## src/rtl/pb_debounce_pkg.sv

```systemverilog
// Shared types for the push-button conditioning stage.
//   pb_state_t : per-channel hold/auto-repeat state.
//   max_u      : helper for sizing the per-channel tick counter.
package pb_debounce_pkg;

  typedef enum logic [1:0] {
    PB_IDLE   = 2'd0,
    PB_HELD   = 2'd1,
    PB_REPEAT = 2'd2
  } pb_state_t;

  function automatic int unsigned max_u(input int unsigned a, input int unsigned b);
    return (a > b) ? a : b;
  endfunction

endpackage

```

## src/rtl/pb_channel.sv

```systemverilog
// One push-button channel: 2-flop synchroniser, hysteresis debouncer and
// press/release/auto-repeat event generator.
//   CLOCK_50_I   : system clock
//   resetn       : asynchronous active-low reset
//   i_btn_n      : raw button, active-low, asynchronous
//   i_tick       : shared one-cycle sample tick
//   i_repeat_en  : auto-repeat enable
//   o_level      : debounced level (1 = pressed)
//   o_press      : one-cycle pulse on debounced press
//   o_release    : one-cycle pulse on debounced release
//   o_repeat     : one-cycle pulse per auto-repeat event
// DEBOUNCE_DEPTH must be at least 2.
module pb_channel
  import pb_debounce_pkg::*;
#(
  parameter int unsigned DEBOUNCE_DEPTH = 10,
  parameter int unsigned HOLD_TICKS     = 500,
  parameter int unsigned REPEAT_TICKS   = 100,
  parameter int unsigned CNT_W          = 9
) (
  input  logic CLOCK_50_I,
  input  logic resetn,
  input  logic i_btn_n,
  input  logic i_tick,
  input  logic i_repeat_en,
  output logic o_level,
  output logic o_press,
  output logic o_release,
  output logic o_repeat
);

  localparam logic [CNT_W-1:0] HOLD_C = CNT_W'(HOLD_TICKS);
  localparam logic [CNT_W-1:0] REP_C  = CNT_W'(REPEAT_TICKS);

  logic                      r_sync1, r_sync2;
  logic [DEBOUNCE_DEPTH-1:0] r_shift, w_shift_next;
  logic                      r_level, w_level_next;
  pb_state_t                 r_state, w_state_next;
  logic [CNT_W-1:0]          r_cnt, w_cnt_next, w_cnt_inc;
  logic                      r_press, r_release, r_repeat;
  logic                      w_press, w_release, w_repeat;
  logic                      w_fall_due;

  always_comb begin
    w_shift_next = r_shift;
    if (i_tick) w_shift_next = {r_shift[DEBOUNCE_DEPTH-2:0], r_sync2};

    w_level_next = r_level;
    if (&r_shift)       w_level_next = 1'b1;
    else if (~|r_shift) w_level_next = 1'b0;

    // The tick that empties the shift register lands one cycle before the
    // level falls; a repeat due on that tick is dropped so the release wins.
    w_fall_due = r_level & i_tick & ~(|w_shift_next);
  end

  always_comb begin
    w_state_next = r_state;
    w_cnt_next   = r_cnt;
    w_cnt_inc    = r_cnt + CNT_W'(1);
    w_press      = 1'b0;
    w_release    = 1'b0;
    w_repeat     = 1'b0;

    if (r_level && !w_level_next) begin
      w_state_next = PB_IDLE;
      w_release    = 1'b1;
      w_cnt_next   = '0;
    end else begin
      case (r_state)
        PB_IDLE: begin
          if (w_level_next && !r_level) begin
            w_state_next = PB_HELD;
            w_press      = 1'b1;
            w_cnt_next   = '0;
          end
        end
        PB_HELD: begin
          if (i_tick && !w_fall_due) begin
            // Saturated count plus a re-enabled repeat resumes on this tick.
            if (r_cnt == HOLD_C || w_cnt_inc == HOLD_C) begin
              if (i_repeat_en) begin
                w_state_next = PB_REPEAT;
                w_repeat     = 1'b1;
                w_cnt_next   = '0;
              end else begin
                w_cnt_next   = HOLD_C;
              end
            end else begin
              w_cnt_next = w_cnt_inc;
            end
          end
        end
        PB_REPEAT: begin
          if (!i_repeat_en) begin
            w_state_next = PB_HELD;
            w_cnt_next   = HOLD_C;
          end else if (i_tick && !w_fall_due) begin
            if (w_cnt_inc == REP_C) begin
              w_repeat   = 1'b1;
              w_cnt_next = '0;
            end else begin
              w_cnt_next = w_cnt_inc;
            end
          end
        end
        default: begin
          w_state_next = PB_IDLE;
          w_cnt_next   = '0;
        end
      endcase
    end
  end

  always_ff @(posedge CLOCK_50_I or negedge resetn) begin
    if (!resetn) begin
      r_sync1   <= 1'b0;
      r_sync2   <= 1'b0;
      r_shift   <= '0;
      r_level   <= 1'b0;
      r_state   <= PB_IDLE;
      r_cnt     <= '0;
      r_press   <= 1'b0;
      r_release <= 1'b0;
      r_repeat  <= 1'b0;
    end else begin
      r_sync1   <= ~i_btn_n;
      r_sync2   <= r_sync1;
      r_shift   <= w_shift_next;
      r_level   <= w_level_next;
      r_state   <= w_state_next;
      r_cnt     <= w_cnt_next;
      r_press   <= w_press;
      r_release <= w_release;
      r_repeat  <= w_repeat;
    end
  end

  assign o_level   = r_level;
  assign o_press   = r_press;
  assign o_release = r_release;
  assign o_repeat  = r_repeat;

endmodule

```

## src/rtl/pb_debounce_repeat.sv

```systemverilog
// Push-button conditioning: shared sample-tick divider plus NUM_BUTTONS
// debounce/auto-repeat channels.
//   CLOCK_50_I      : system clock
//   resetn          : asynchronous active-low reset
//   PUSH_BUTTON_N_I : raw buttons, active-low, asynchronous
//   repeat_en_i     : per-channel auto-repeat enable
//   pb_level_o      : debounced levels (1 = pressed)
//   pb_press_o      : one-cycle press pulses
//   pb_release_o    : one-cycle release pulses
//   pb_repeat_o     : one-cycle auto-repeat pulses
//   sample_tick_o   : one-cycle pulse per sample tick
module pb_debounce_repeat
  import pb_debounce_pkg::*;
#(
  parameter int unsigned NUM_BUTTONS    = 4,
  parameter int unsigned SAMPLE_DIV     = 50000,
  parameter int unsigned DEBOUNCE_DEPTH = 10,
  parameter int unsigned HOLD_TICKS     = 500,
  parameter int unsigned REPEAT_TICKS   = 100
) (
  input  logic                   CLOCK_50_I,
  input  logic                   resetn,
  input  logic [NUM_BUTTONS-1:0] PUSH_BUTTON_N_I,
  input  logic [NUM_BUTTONS-1:0] repeat_en_i,
  output logic [NUM_BUTTONS-1:0] pb_level_o,
  output logic [NUM_BUTTONS-1:0] pb_press_o,
  output logic [NUM_BUTTONS-1:0] pb_release_o,
  output logic [NUM_BUTTONS-1:0] pb_repeat_o,
  output logic                   sample_tick_o
);

  localparam int unsigned DIV_W = (SAMPLE_DIV > 1) ? $clog2(SAMPLE_DIV) : 1;
  localparam int unsigned CNT_W = $clog2(max_u(HOLD_TICKS, REPEAT_TICKS) + 1);
  localparam logic [DIV_W-1:0] DIV_LAST = DIV_W'(SAMPLE_DIV - 1);

  logic [DIV_W-1:0] r_div, w_div_next;
  logic             r_tick;

  always_comb begin
    w_div_next = (r_div == DIV_LAST) ? '0 : r_div + DIV_W'(1);
  end

  // Tick is registered from the next count so it is high exactly while
  // the divider holds its last value.
  always_ff @(posedge CLOCK_50_I or negedge resetn) begin
    if (!resetn) begin
      r_div  <= '0;
      r_tick <= 1'b0;
    end else begin
      r_div  <= w_div_next;
      r_tick <= (w_div_next == DIV_LAST);
    end
  end

  assign sample_tick_o = r_tick;

  for (genvar g = 0; g < NUM_BUTTONS; g++) begin : g_ch
    pb_channel #(
      .DEBOUNCE_DEPTH (DEBOUNCE_DEPTH),
      .HOLD_TICKS     (HOLD_TICKS),
      .REPEAT_TICKS   (REPEAT_TICKS),
      .CNT_W          (CNT_W)
    ) u_ch (
      .CLOCK_50_I  (CLOCK_50_I),
      .resetn      (resetn),
      .i_btn_n     (PUSH_BUTTON_N_I[g]),
      .i_tick      (r_tick),
      .i_repeat_en (repeat_en_i[g]),
      .o_level     (pb_level_o[g]),
      .o_press     (pb_press_o[g]),
      .o_release   (pb_release_o[g]),
      .o_repeat    (pb_repeat_o[g])
    );
  end

endmodule
```

## config.mk

```make
export PLATFORM = sky130hd
export DESIGN_NAME = pb_debounce_repeat
export DESIGN_NICKNAME = d
export VERILOG_FILES = /design/src/rtl/pb_debounce_pkg.sv /design/src/rtl/pb_channel.sv /design/src/rtl/pb_debounce_repeat.sv
export SDC_FILE = /design/constraint.sdc
export NUM_CORES = 1
export LEC_CHECK = 0
export ABC_AREA = 1
export CAP_MARGIN = 20
export CORE_MARGIN = 4
export CORE_UTILIZATION = 45
export CTS_CLUSTER_SIZE = 40
export DETAILED_ROUTE_END_ITERATION = 7
export HOLD_SLACK_MARGIN = 0.08
export PLACE_DENSITY = 0.61
export SKIP_LAST_GASP = 1
export SYNTH_ARGS = -nofsm -noshare
export SYNTH_HDL_FRONTEND = slang
export SYNTH_SLANG_ARGS = --single-unit
```

## constraint.sdc

```tcl
create_clock -name CLOCK_50_I -period 2.1 [get_ports CLOCK_50_I]
set_input_delay 0.42 -clock CLOCK_50_I [delete_from_list [all_inputs] [get_ports CLOCK_50_I]]
set_output_delay 0.42 -clock CLOCK_50_I [all_outputs]
set_load 0.03 [all_outputs]
```

==> impl_metrics.py <==
metrics = {
    "sta": {
        "finalHoldViolCount": 0,
        "worstMarginPinSlew_ns": 0.426,
        "final_skew_ns": 0.00854,
        "max-slew-margin-rel_pct": 71.6,
        "fmaxAchievable_mhz": 512,
        "final-max-slew-violation-count": 0,
        "final_setup_violations": 0,
        "rsz0062_at_grt": "yes",
        "period_minus_slack_ns": 1.95,
        "fin_crit_sh_pct": 93.0,
    },
    "power": {
        "power_frac_clock_pct": 54.1,
        "power.net_switching_uw": 1060,
        "power_density_mw_per_mm2": 604,
        "fin_total_pwr_uw": 5500,
        "combPwrFrac_pct": 1.8,
        "power_frac_seq_pct": 44.0,
        "intPower_uw": 4440,
        "vdd.ir_drop.worst_uv": 531,
        "power.leakage_uw": 0.00492,
        "power.switching_fraction_pct": 19.3,
    },
    "yosys": {
        "syn-cell-area_mm2": 0.00786,
        "seq_area_frac_synth_pct": 39.8,
        "flip_flop_and_latch_count_after_synthesis": 125,
        "number_of_nets_in_the_synthesized_netlist": 1190,
        "synth.top_cell.area_share_pct": 39.8,
        "yosysWarnings": 0,
        "yosys_cell_types": 36,
        "dominant_cell_type_by_area_after_synthesis": "sky130_fd_sc_hd__dfrtp_1",
        "syn_area_per_cell_um2": 6.84,
        "synth_cells": 1150,
        "post_synth_main_area_contributors": "sky130_fd_sc_hd__dfrtp_1 (40%), sky130_fd_sc_hd__nand2_1 (20%), sky130_fd_sc_hd__inv_1 (8.1%)",
    },
    "floorplanning": {
        "ios": 27,
        "die_w_um": 140,
        "die-area_mm2": 0.0196,
        "initial_utilization_pct": 45.6,
        "floorplan.die.height_um": 140,
        "placeableCoreArea_mm2": 0.0172,
        "fp-row-count": 48,
    },
    "setup_path": {
        "crit_path_max_incr_delay_ns": 0.71,
        "critPathArrivalTime_ns": 1.53,
        "cp.required_ns": 1.68,
        "end_kind": "primary output",
        "type_of_origin_of_the_critical_path": "flip-flop",
        "cp.buffers_inverters": 1,
        "path_cells": "clkdlybuf4s50_1",
        "rrSetupSlack_ns": 0.18,
        "path_delay_family": "buffers and inverters",
        "path_class": "flip-flop to primary output",
        "cp_max_fo": 5,
        "worst_path_max_delay_cell": "sky130_fd_sc_hd__clkdlybuf4s50_1",
    },
    "cts": {
        "clock_sink_count": 125,
        "skew_pair_late_insertion_delay_ns": 0.41,
        "tritoncts_clock_tree": "built",
        "clock_tree.htree_level_count": 4,
        "cts_bufs_inserted": 17,
        "clockBufferDepth": 2,
        "clk_pin_slew_ns": 0.05,
        "cts_root_buffer": "sky130_fd_sc_hd__clkbuf_16",
    },
    "cells_and_area": {
        "finalNonFillerCells": 1428,
        "syn2layout_area_growth_pct": 15.8,
        "leading_cell_type_in_the_layout_fill_and_taps_excluded": "sky130_fd_sc_hd__nand2_1",
        "layout.cells.most_common_list": "sky130_fd_sc_hd__nand2_1 (420), sky130_fd_sc_hd__inv_1 (169), sky130_fd_sc_hd__dfrtp_1 (121)",
        "drive_gt1_share_pct": 8.98,
        "sequential_cell_area_mm2": 0.00313,
        "filler_cell_count": 1688,
        "finalCoreUtilization_pct": 52.8,
        "final_area_mm2": 0.00910,
        "antenna-diode-count": 0,
        "area_of_the_multi_input_gates_mm2": 0.00395,
        "fin_nets": 1231,
    },
    "detailed_routing": {
        "total_number_of_vias": 6748,
        "drc": 0,
        "drt_first_iter_violations": 244,
        "wl_per_cell_um": 10.9,
        "drt-total-wl_um": 15600,
        "residual_antenna_violating_net_count_after_detailed_routing": 0,
        "drt_first_pass_iters": 5,
        "vias_per_cell": 4.73,
    },
    "global_routing": {
        "globalRouteMet2Util_pct": 27.4,
        "antenna_violations_before_repair": 0,
        "grt_start_max_net_pins": 43,
        "groute.layer.met3.usage_pct": 3.28,
        "grt_busiest_layer": "met2",
        "groute.layer.met1.usage_pct": 23.2,
        "global_route.usage.total_pct": 17.0,
        "first_global_vias": 6385,
        "grt_overflow": 0,
        "grt_pass1_wl_um": 28500,
    },
    "status": {
        "outcome": "finished, final reports clean",
    },
    "run": {
        "timing.max_cap.violations": 0,
    },
    "place": {
        "place.port_buffers": 26,
        "place.detailed.hpwl_um": 11700,
        "area_post_placement_mm2": 0.00839,
        "gpl.final_weighted_congestion": 0.835,
        "dp.cells": 1391,
    },
    "min_path": {
        "hold_class": "flip-flop to flip-flop",
    },
}
[final timing paths]
kind / start / endpoint / cells past startpoint
worst min-delay path: g_ch[0].u_ch.r_sync1 / g_ch[0].u_ch.r_sync2 / 0
worst min register to register: g_ch[0].u_ch.r_sync1 / g_ch[0].u_ch.r_sync2 / 0
worst max register to register: g_ch[0].u_ch.r_cnt[0] / g_ch[0].u_ch.r_cnt[6] / 14
worst max-delay path: g_ch[0].u_ch.o_level / pb_level_o[0] / 1
min in group asynchronous: resetn / g_ch[1].u_ch.r_cnt[3] / 2
max in group asynchronous: resetn / g_ch[1].u_ch.r_shift[3] / 3
[sequential cells by signal (all words and copies together) (netlist names)]
signal and cells:
g_ch.u_ch.r_shift 40, g_ch.u_ch.r_cnt 36, r_div 16, g_ch.u_ch.r_state 8, g_ch.u_ch.o_level 4, g_ch.u_ch.o_press 4, g_ch.u_ch.o_release 4, g_ch.u_ch.o_repeat 4
g_ch.u_ch.r_sync1 4, g_ch.u_ch.r_sync2 4, sample_tick_o 1
[Yosys cell counts (all sizes together)]
| master | n |
|---|---|
| o211ai | 4 |
| xnor2 | 1 |
| clkbuf | 5 |
| clkinv | 2 |
| nand3 | 116 |
| o22ai | 3 |
| nor3 | 12 |
| o21ai | 73 |
| and3 | 4 |
| ha | 30 |
| dfrtp | 125 |
| nand2 | 432 |
| and2 | 4 |
| nand4 | 8 |
| a21oi | 5 |
| nor4 | 1 |
| nor2 | 117 |
| a31oi | 1 |
| nand3b | 3 |
| xor2 | 3 |
| buf | 24 |
| inv | 172 |
| or2 | 5 |
[layout make-up]
class | count | area share [%]
multi-input combinational | 822 | 43.3
sequential | 125 | 34.4
inverter | 174 | 7.17
clock buffer | 25 | 5.44
timing repair buffer | 51 | 5.35
tap | 225 | 3.09
clock inverter | 6 | 1.18
[cells by family after synthesis]
group,after synthesis,synth area share [%]
XOR/XNOR,4,0.446
buffers and inverters,203,10.8
adder cells (fa/ha/maj),30,4.77
AO/OA/AOI/OAI,86,5.86
flip-flops,125,39.8
AND/OR/NAND/NOR,702,38.3
[repair_timing]
item                                   CTS  global route
hold buffers                             1             0
endpoints found under the hold margin   36             0
gates resized for setup                  0            30
buffers inserted                         0             5
setup endpoints to repair                0            44
[through the flow]
| stage | hold WS [ns] | TNS (ns) | setup slack, ns |
|---|---|---|---|
| 2_1_floorplan | 0.124 | 0 | 0.244 |
| 3_3_place_gp | 0.333 | 0 | 0.153 |
| 3_5_place_dp | 0.336 | 0 | 0.0900 |
| 4_1_cts | 0.351 | 0 | 0.0756 |
| 5_1_grt | 0.359 | -0.0213 | -0.0139 |
| 6_report | 0.346 | 0 | 0.147 |
[power groups by stage]
stage / logic (uW) / registers (uW) / clock network [uW]
floorplan: 9.88 / 2460 / 0
global placement: 103 / 2460 / 0
detailed placement: 104 / 2460 / 0
CTS: 106 / 2420 / 3070
global route: 118 / 2420 / 3170
finish: 100 / 2420 / 2980
[layer usage]
layer  wire, um  vias up  part of all wire, %
met5          0        -                    0
li1           -     3627                    -
met2       7200       63                   46
met1       7920     3044                   51
met3        330       14                  2.1
met4        144        0                 0.92
(Power assumes the default switching activity.)
